File: src/rtl/seq_det_pkg.sv
// Shared constants and helpers for the parametrised serial pattern detector.
// The cfg struct is declared inside the top because its field widths follow MAX_LEN.
package seq_det_pkg;

  localparam int SEQ_MAX_LEN = 8;
  localparam int SEQ_CNT_W = 8;
  localparam logic [7:0] SEQ_DEF_PATTERN = 8'b0000_1011;
  localparam int SEQ_DEF_LEN = 4;
  localparam logic SEQ_DEF_OVERLAP = 1'b1;

  // Bits needed to hold a length in the range 0..max_len.
  function automatic int len_w(input int max_len);
    return $clog2(max_len + 1);
  endfunction

endpackage

File: src/rtl/seq_det_window.sv
// Sliding history window with fill tracking and masked pattern compare.
// Produces hit combinationally for the bit being sampled on the current edge.
module seq_det_window #(
  parameter int MAX_LEN = 8,
  parameter int LEN_W = 4
)(
  input  logic               clk,
  input  logic               reset,
  input  logic               step,
  input  logic               restart,
  input  logic               x,
  input  logic [MAX_LEN-1:0] pattern,
  input  logic [LEN_W-1:0]   len,
  input  logic               overlap,
  output logic               hit
);

  logic [MAX_LEN-1:0] hist_reg;
  logic [MAX_LEN-1:0] hist_next;
  logic [MAX_LEN-1:0] mask;
  logic [LEN_W-1:0]   fill_reg;
  logic [LEN_W-1:0]   fill_next;
  logic [LEN_W:0]     fill_inc;
  logic [LEN_W:0]     len_ext;
  logic               full;
  logic               match;

  assign hist_next = {hist_reg[MAX_LEN-2:0], x};
  assign len_ext   = {1'b0, len};

  // Only the youngest len bits of the window take part in the compare.
  generate
    for (genvar gi = 0; gi < MAX_LEN; gi++) begin : g_mask
      assign mask[gi] = (len_ext > (LEN_W+1)'(gi));
    end
  endgenerate

  assign fill_inc = {1'b0, fill_reg} + (LEN_W+1)'(1);
  assign full     = (fill_inc >= len_ext);
  assign match    = (((hist_next ^ pattern) & mask) == '0);
  assign hit      = step && full && match;

  // Non-overlap mode restarts the fill so bits of a match cannot seed the next one.
  always_comb begin
    fill_next = fill_reg;
    if (hit && !overlap) begin
      fill_next = '0;
    end else if (fill_inc > len_ext) begin
      fill_next = len;
    end else begin
      fill_next = fill_inc[LEN_W-1:0];
    end
  end

  always_ff @(posedge clk or negedge reset) begin
    if (!reset) begin
      hist_reg <= '0;
      fill_reg <= '0;
    end else if (restart) begin
      hist_reg <= '0;
      fill_reg <= '0;
    end else if (step) begin
      hist_reg <= hist_next;
      fill_reg <= fill_next;
    end
  end

endmodule

File: src/rtl/seq_detector_param.sv
// Runtime-configurable serial pattern detector: config registers, error flag,
// registered match pulse and saturating match counter around seq_det_window.
module seq_detector_param
  import seq_det_pkg::*;
#(
  parameter int                 MAX_LEN     = SEQ_MAX_LEN,
  parameter int                 CNT_W       = SEQ_CNT_W,
  parameter logic [MAX_LEN-1:0] DEF_PATTERN = MAX_LEN'(SEQ_DEF_PATTERN),
  parameter int                 DEF_LEN     = SEQ_DEF_LEN,
  parameter logic               DEF_OVERLAP = SEQ_DEF_OVERLAP,
  localparam int                LEN_W       = len_w(MAX_LEN)
)(
  input  logic               clk,
  input  logic               reset,
  input  logic               en,
  input  logic               x,
  input  logic               cfg_load,
  input  logic [MAX_LEN-1:0] cfg_pattern,
  input  logic [LEN_W-1:0]   cfg_len,
  input  logic               cfg_overlap,
  input  logic               cnt_clr,
  output logic               y,
  output logic [CNT_W-1:0]   match_count,
  output logic               cfg_err
);

  typedef struct packed {
    logic [MAX_LEN-1:0] pattern;
    logic [LEN_W-1:0]   len;
    logic               overlap;
  } cfg_t;

  localparam logic [CNT_W-1:0] CNT_MAX = '1;

  cfg_t             cfg_reg;
  logic             cfg_err_reg;
  logic             cfg_err_next;
  logic             y_reg;
  logic [CNT_W-1:0] count_reg;
  logic [CNT_W-1:0] count_next;
  logic             step;
  logic             hit;

  // A load edge consumes the cycle, so x on that edge never enters the window.
  assign step         = en && !cfg_load && !cfg_err_reg;
  assign cfg_err_next = (cfg_len == '0) || (cfg_len > LEN_W'(MAX_LEN));

  seq_det_window #(
    .MAX_LEN (MAX_LEN),
    .LEN_W   (LEN_W)
  ) u_window (
    .clk     (clk),
    .reset   (reset),
    .step    (step),
    .restart (cfg_load),
    .x       (x),
    .pattern (cfg_reg.pattern),
    .len     (cfg_reg.len),
    .overlap (cfg_reg.overlap),
    .hit     (hit)
  );

  // Clear takes priority over a coincident hit.
  always_comb begin
    count_next = count_reg;
    if (cnt_clr) begin
      count_next = '0;
    end else if (hit && (count_reg != CNT_MAX)) begin
      count_next = count_reg + CNT_W'(1);
    end
  end

  always_ff @(posedge clk or negedge reset) begin
    if (!reset) begin
      cfg_reg     <= '{pattern: DEF_PATTERN, len: LEN_W'(DEF_LEN), overlap: DEF_OVERLAP};
      cfg_err_reg <= 1'b0;
      y_reg       <= 1'b0;
      count_reg   <= '0;
    end else begin
      if (cfg_load) begin
        cfg_reg     <= '{pattern: cfg_pattern, len: cfg_len, overlap: cfg_overlap};
        cfg_err_reg <= cfg_err_next;
      end
      y_reg     <= hit;
      count_reg <= count_next;
    end
  end

  assign y           = y_reg;
  assign match_count = count_reg;
  assign cfg_err     = cfg_err_reg;

endmodule
File: config.mk
export PLATFORM = sky130hd
export DESIGN_NAME = seq_detector_param
export DESIGN_NICKNAME = d
export VERILOG_FILES = /design/src/rtl/seq_det_pkg.sv /design/src/rtl/seq_det_window.sv /design/src/rtl/seq_detector_param.sv
export SDC_FILE = /design/constraint.sdc
export NUM_CORES = 1
export LEC_CHECK = 0
export CAP_MARGIN = 20
export CELL_PAD_IN_SITES_DETAIL_PLACEMENT = 1
export CELL_PAD_IN_SITES_GLOBAL_PLACEMENT = 1
export CORE_AREA = 2 2 84 46
export CTS_BUF_LIST = sky130_fd_sc_hd__clkbuf_4 sky130_fd_sc_hd__clkbuf_8
export DETAILED_ROUTE_END_ITERATION = 7
export DIE_AREA = 0 0 86 48
export DONT_BUFFER_PORTS = 1
export PLACE_DENSITY_LB_ADDON = 0.1
export REMOVE_ABC_BUFFERS = 1
export SETUP_SLACK_MARGIN = 0.2
export SYNTH_ARGS = -nofsm -noshare
export SYNTH_HDL_FRONTEND = slang
export SYNTH_SLANG_ARGS = --single-unit
File: constraint.sdc
create_clock -name clk -period 4.9 [get_ports clk]
set_input_delay 0.735 -clock clk [delete_from_list [all_inputs] [get_ports clk]]
set_output_delay 0.735 -clock clk [all_outputs]
set_load 0.02 [all_outputs]
==> flow_metrics.tcl <==
set metrics [dict create \
    outcome "complete, no violations" \
    intPower_w 0.0004509 \
    fmax_ghz 0.4010 \
    final-max-slew-violation-count 0 \
    drcViolationCount 0 \
    skew_ps 7.897 \
    grt_pass1_vias 1224 \
    netlist_top_cells_area "dfrtp_1 (40%), dfstp_2 (7.3%), mux2_2 (6.3%)" \
    io_buffers 0 \
    start_kind "register" \
    leakagePower_nw 0.8155 \
    ff2ff_path_depth 8 \
    num_antenna_cells 0 \
    first_pass_iters 4 \
    cts_hold_buf 0 \
    ys_types 39 \
    grt-ovfl-total 0 \
    crit_chain "ha_1 -> ha_1 -> nor2b_1 -> o21ai_0 -> a21oi_1 -> a31oi_1 -> mux2i_1 -> o21ai_0" \
    wl_met2_um 1748 \
    cts_resized 0 \
    async_reset_ff_share_pct 100.0 \
    cts_setup_buffers 0 \
    cts.clk_slew.worst_paths_ps 70 \
    vdd_drop_max_mv 0.1544 \
    wl_met1_um 2242 \
    drive_gt1_share_pct 17.06 \
    clockPowerShare_pct 34.9 \
    comb_power_share_pct 14.1 \
    top_layer_used "met4" \
    numCtsBuffers 5 \
    min_period_ps 2494 \
    clock_path_buffers 2 \
    fp.dieW_um 86 \
    synth-edff-count 0 \
    yosysSeqAreaShare_pct 47.57 \
    cp_slowest_cell "dfrtp_1" \
    vias_per_cell 6.198 \
    rr_endpoint "u_window.fill_reg[1]" \
    synthFlopType "dfrtp_1" \
    end_kind "register" \
    fin_ws_ps 2406 \
    met3_length_um 289 \
    critPathBufInv 0 \
    row_count 15 \
    max_stage_delay_ps 430 \
    core_mm2 0.003322 \
    via_count 1314 \
    worstHoldPathType "in -> async" \
    setup_tns_ps 0 \
    power_density_mw_per_mm2 325.5 \
    synthDominantCellAreaShare_pct 40.28 \
    synth_area_leader_cell "dfrtp_1" \
    cp_max_fo 5 \
    cts_tree "yes" \
    cts_sinks 34 \
    power_switching_w 0.0001734 \
    utilization_pct 57.74 \
    first_iter_violations 50 \
    reg2reg_slack_ps 2410 \
    hold_viol_final 0 \
    slew_headroom_pct 33.72 \
    cp_top_family "compound AO/OA/AOI/OAI gates" \
    detailed_place_hpwl_um 3288 \
    post_drt_wl_per_cell_um 20.38 \
    r2r-start "u_window.fill_reg[0]" \
    setup_viol 0 \
    avgSynthCellArea_um2 10.72 \
    rsz0062_at_grt "no" \
    largest_reg_flops 13 \
    drt_wl_total_um 4321 \
    gp_congestion 0.8298 \
    die-height_um 48 \
    postRouteAntennaNets 0 \
    drv_cap 0 \
    crit_required_ps 5050 \
    track_usage_pct 21.98 \
    area_growth_pct 6.458 \
    syn-cell-area_mm2 0.001802 \
    grt_max_degree 35 \
    clk_latency_ps 290 \
    ys_ff_latch 34 \
    switching_share_pct 27.78 \
    die_area_mm2 0.004128 \
    initial_utilization_pct 54.24 \
    root_buffer "clkbuf_8" \
    period_share_pct 50.89 \
    finalNetCount 194 \
    power.total_w 0.0006243 \
    pre_cts_slack_ps 2464 \
    yosys_warnings 0 \
    htreeDepth 2 \
    pin_count 29 \
    seq_power_share_pct 51.0 \
    critPathKind "reg -> reg" \
    syn-instance-count 168 \
    arrival_ps 2650 \
    grt_first_pass_wirelength_um 6327 \
    worst_pin_slew_ps 994.1 \
    antenna_found_initial 0 \
]
[per-layer routing]
layer	up-vias	global-route usage, %
li1	613	-
met1	657	29.80
met2	37	32.40
met3	7	9.483
met4	0	6.667
met5	-	0
[cells in the mapped netlist, drive strengths merged (4+ instances only)]
| library cell | count |
|---|---|
| dfrtp | 29 |
| o21ai | 15 |
| mux2 | 10 |
| nand2 | 10 |
| xnor2 | 10 |
| a21oi | 9 |
| nor2 | 9 |
| inv | 8 |
| a22o | 7 |
| ha | 6 |
| nand3 | 6 |
| dfstp | 5 |
| buf | 4 |
| mux2i | 4 |
| o22ai | 4 |
| or3 | 4 |
[cell usage in the layout, fill, tap and decap left out, types with 2 or more instances in the layout]
cell and n:
a211oi_1 2, a21oi_1 9, a22o_1 7, a31oi_1 3
a41oi_1 2, and3_1 2, clkbuf_8 6, dfrtp_1 29
dfstp_2 5, ha_1 6, inv_1 8, mux2_2 10
mux2i_1 4, nand2_1 10, nand3_1 6, nor2_1 8
nor2b_1 2, nor3_1 3, o21ai_0 14, o22ai_1 3
or3_1 4, xnor2_1 10, xor2_1 2
[worst max path at each step]
stage,from,to,slack (ps),cells past startpoint
detailed placement,u_window.fill_reg[0],match_count[4],2460,8
global placement,u_window.fill_reg[0],match_count[5],2560,8
CTS,u_window.fill_reg[0],match_count[4],2440,8
floorplan,u_window.fill_reg[0],match_count[3],2730,8
finish,u_window.fill_reg[0],u_window.fill_reg[1],2410,8
global route,u_window.fill_reg[0],u_window.fill_reg[1],2280,8
[cell families (layout without fill, tap and decap cells)]
family	Yosys count	count (layout)	synth area share, %
adders and majority gates	6	6	4.167
buffers and inverters	14	16	3.403
and+or+nand+nor	43	43	13.96
DFF	34	34	47.57
muxes	14	14	8.472
AOI/OAI and AO/OA	45	45	16.60
xor gates and xnor gates	12	12	5.833
[power groups by stage]
stage	clock network (W)	logic (W)	registers (W)
3_5_place_dp	0	0.0000865	0.000323
2_1_floorplan	0	0.0000700	0.000317
4_1_cts	0.000224	0.0000872	0.000318
6_report	0.000218	0.0000883	0.000318
3_3_place_gp	0	0.0000823	0.000322
5_1_grt	0.000237	0.0000956	0.000320
[layout make-up]
type,instances,area (µm²)
Clock buffer,6,82.58
Clock inverter,2,12.51
Fill cell,371,1404
Inverter,8,30.03
Multi-Input combinational cell,120,883.3
Sequential cell,34,857.1
Tap cell,42,52.55
[through the flow]
stage | cell area [µm²] | hold WS, ps | cells
detailed placement | 1823 | 439.8 | 204
global route | 1918 | 107.1 | 212
floorplan | 1770 | 439.4 | 162
global placement | 1823 | 439.9 | 204
finish | 1918 | 131.3 | 212
CTS | 1918 | 124.2 | 212
Note: power is estimated with default switching activity, not from simulation.
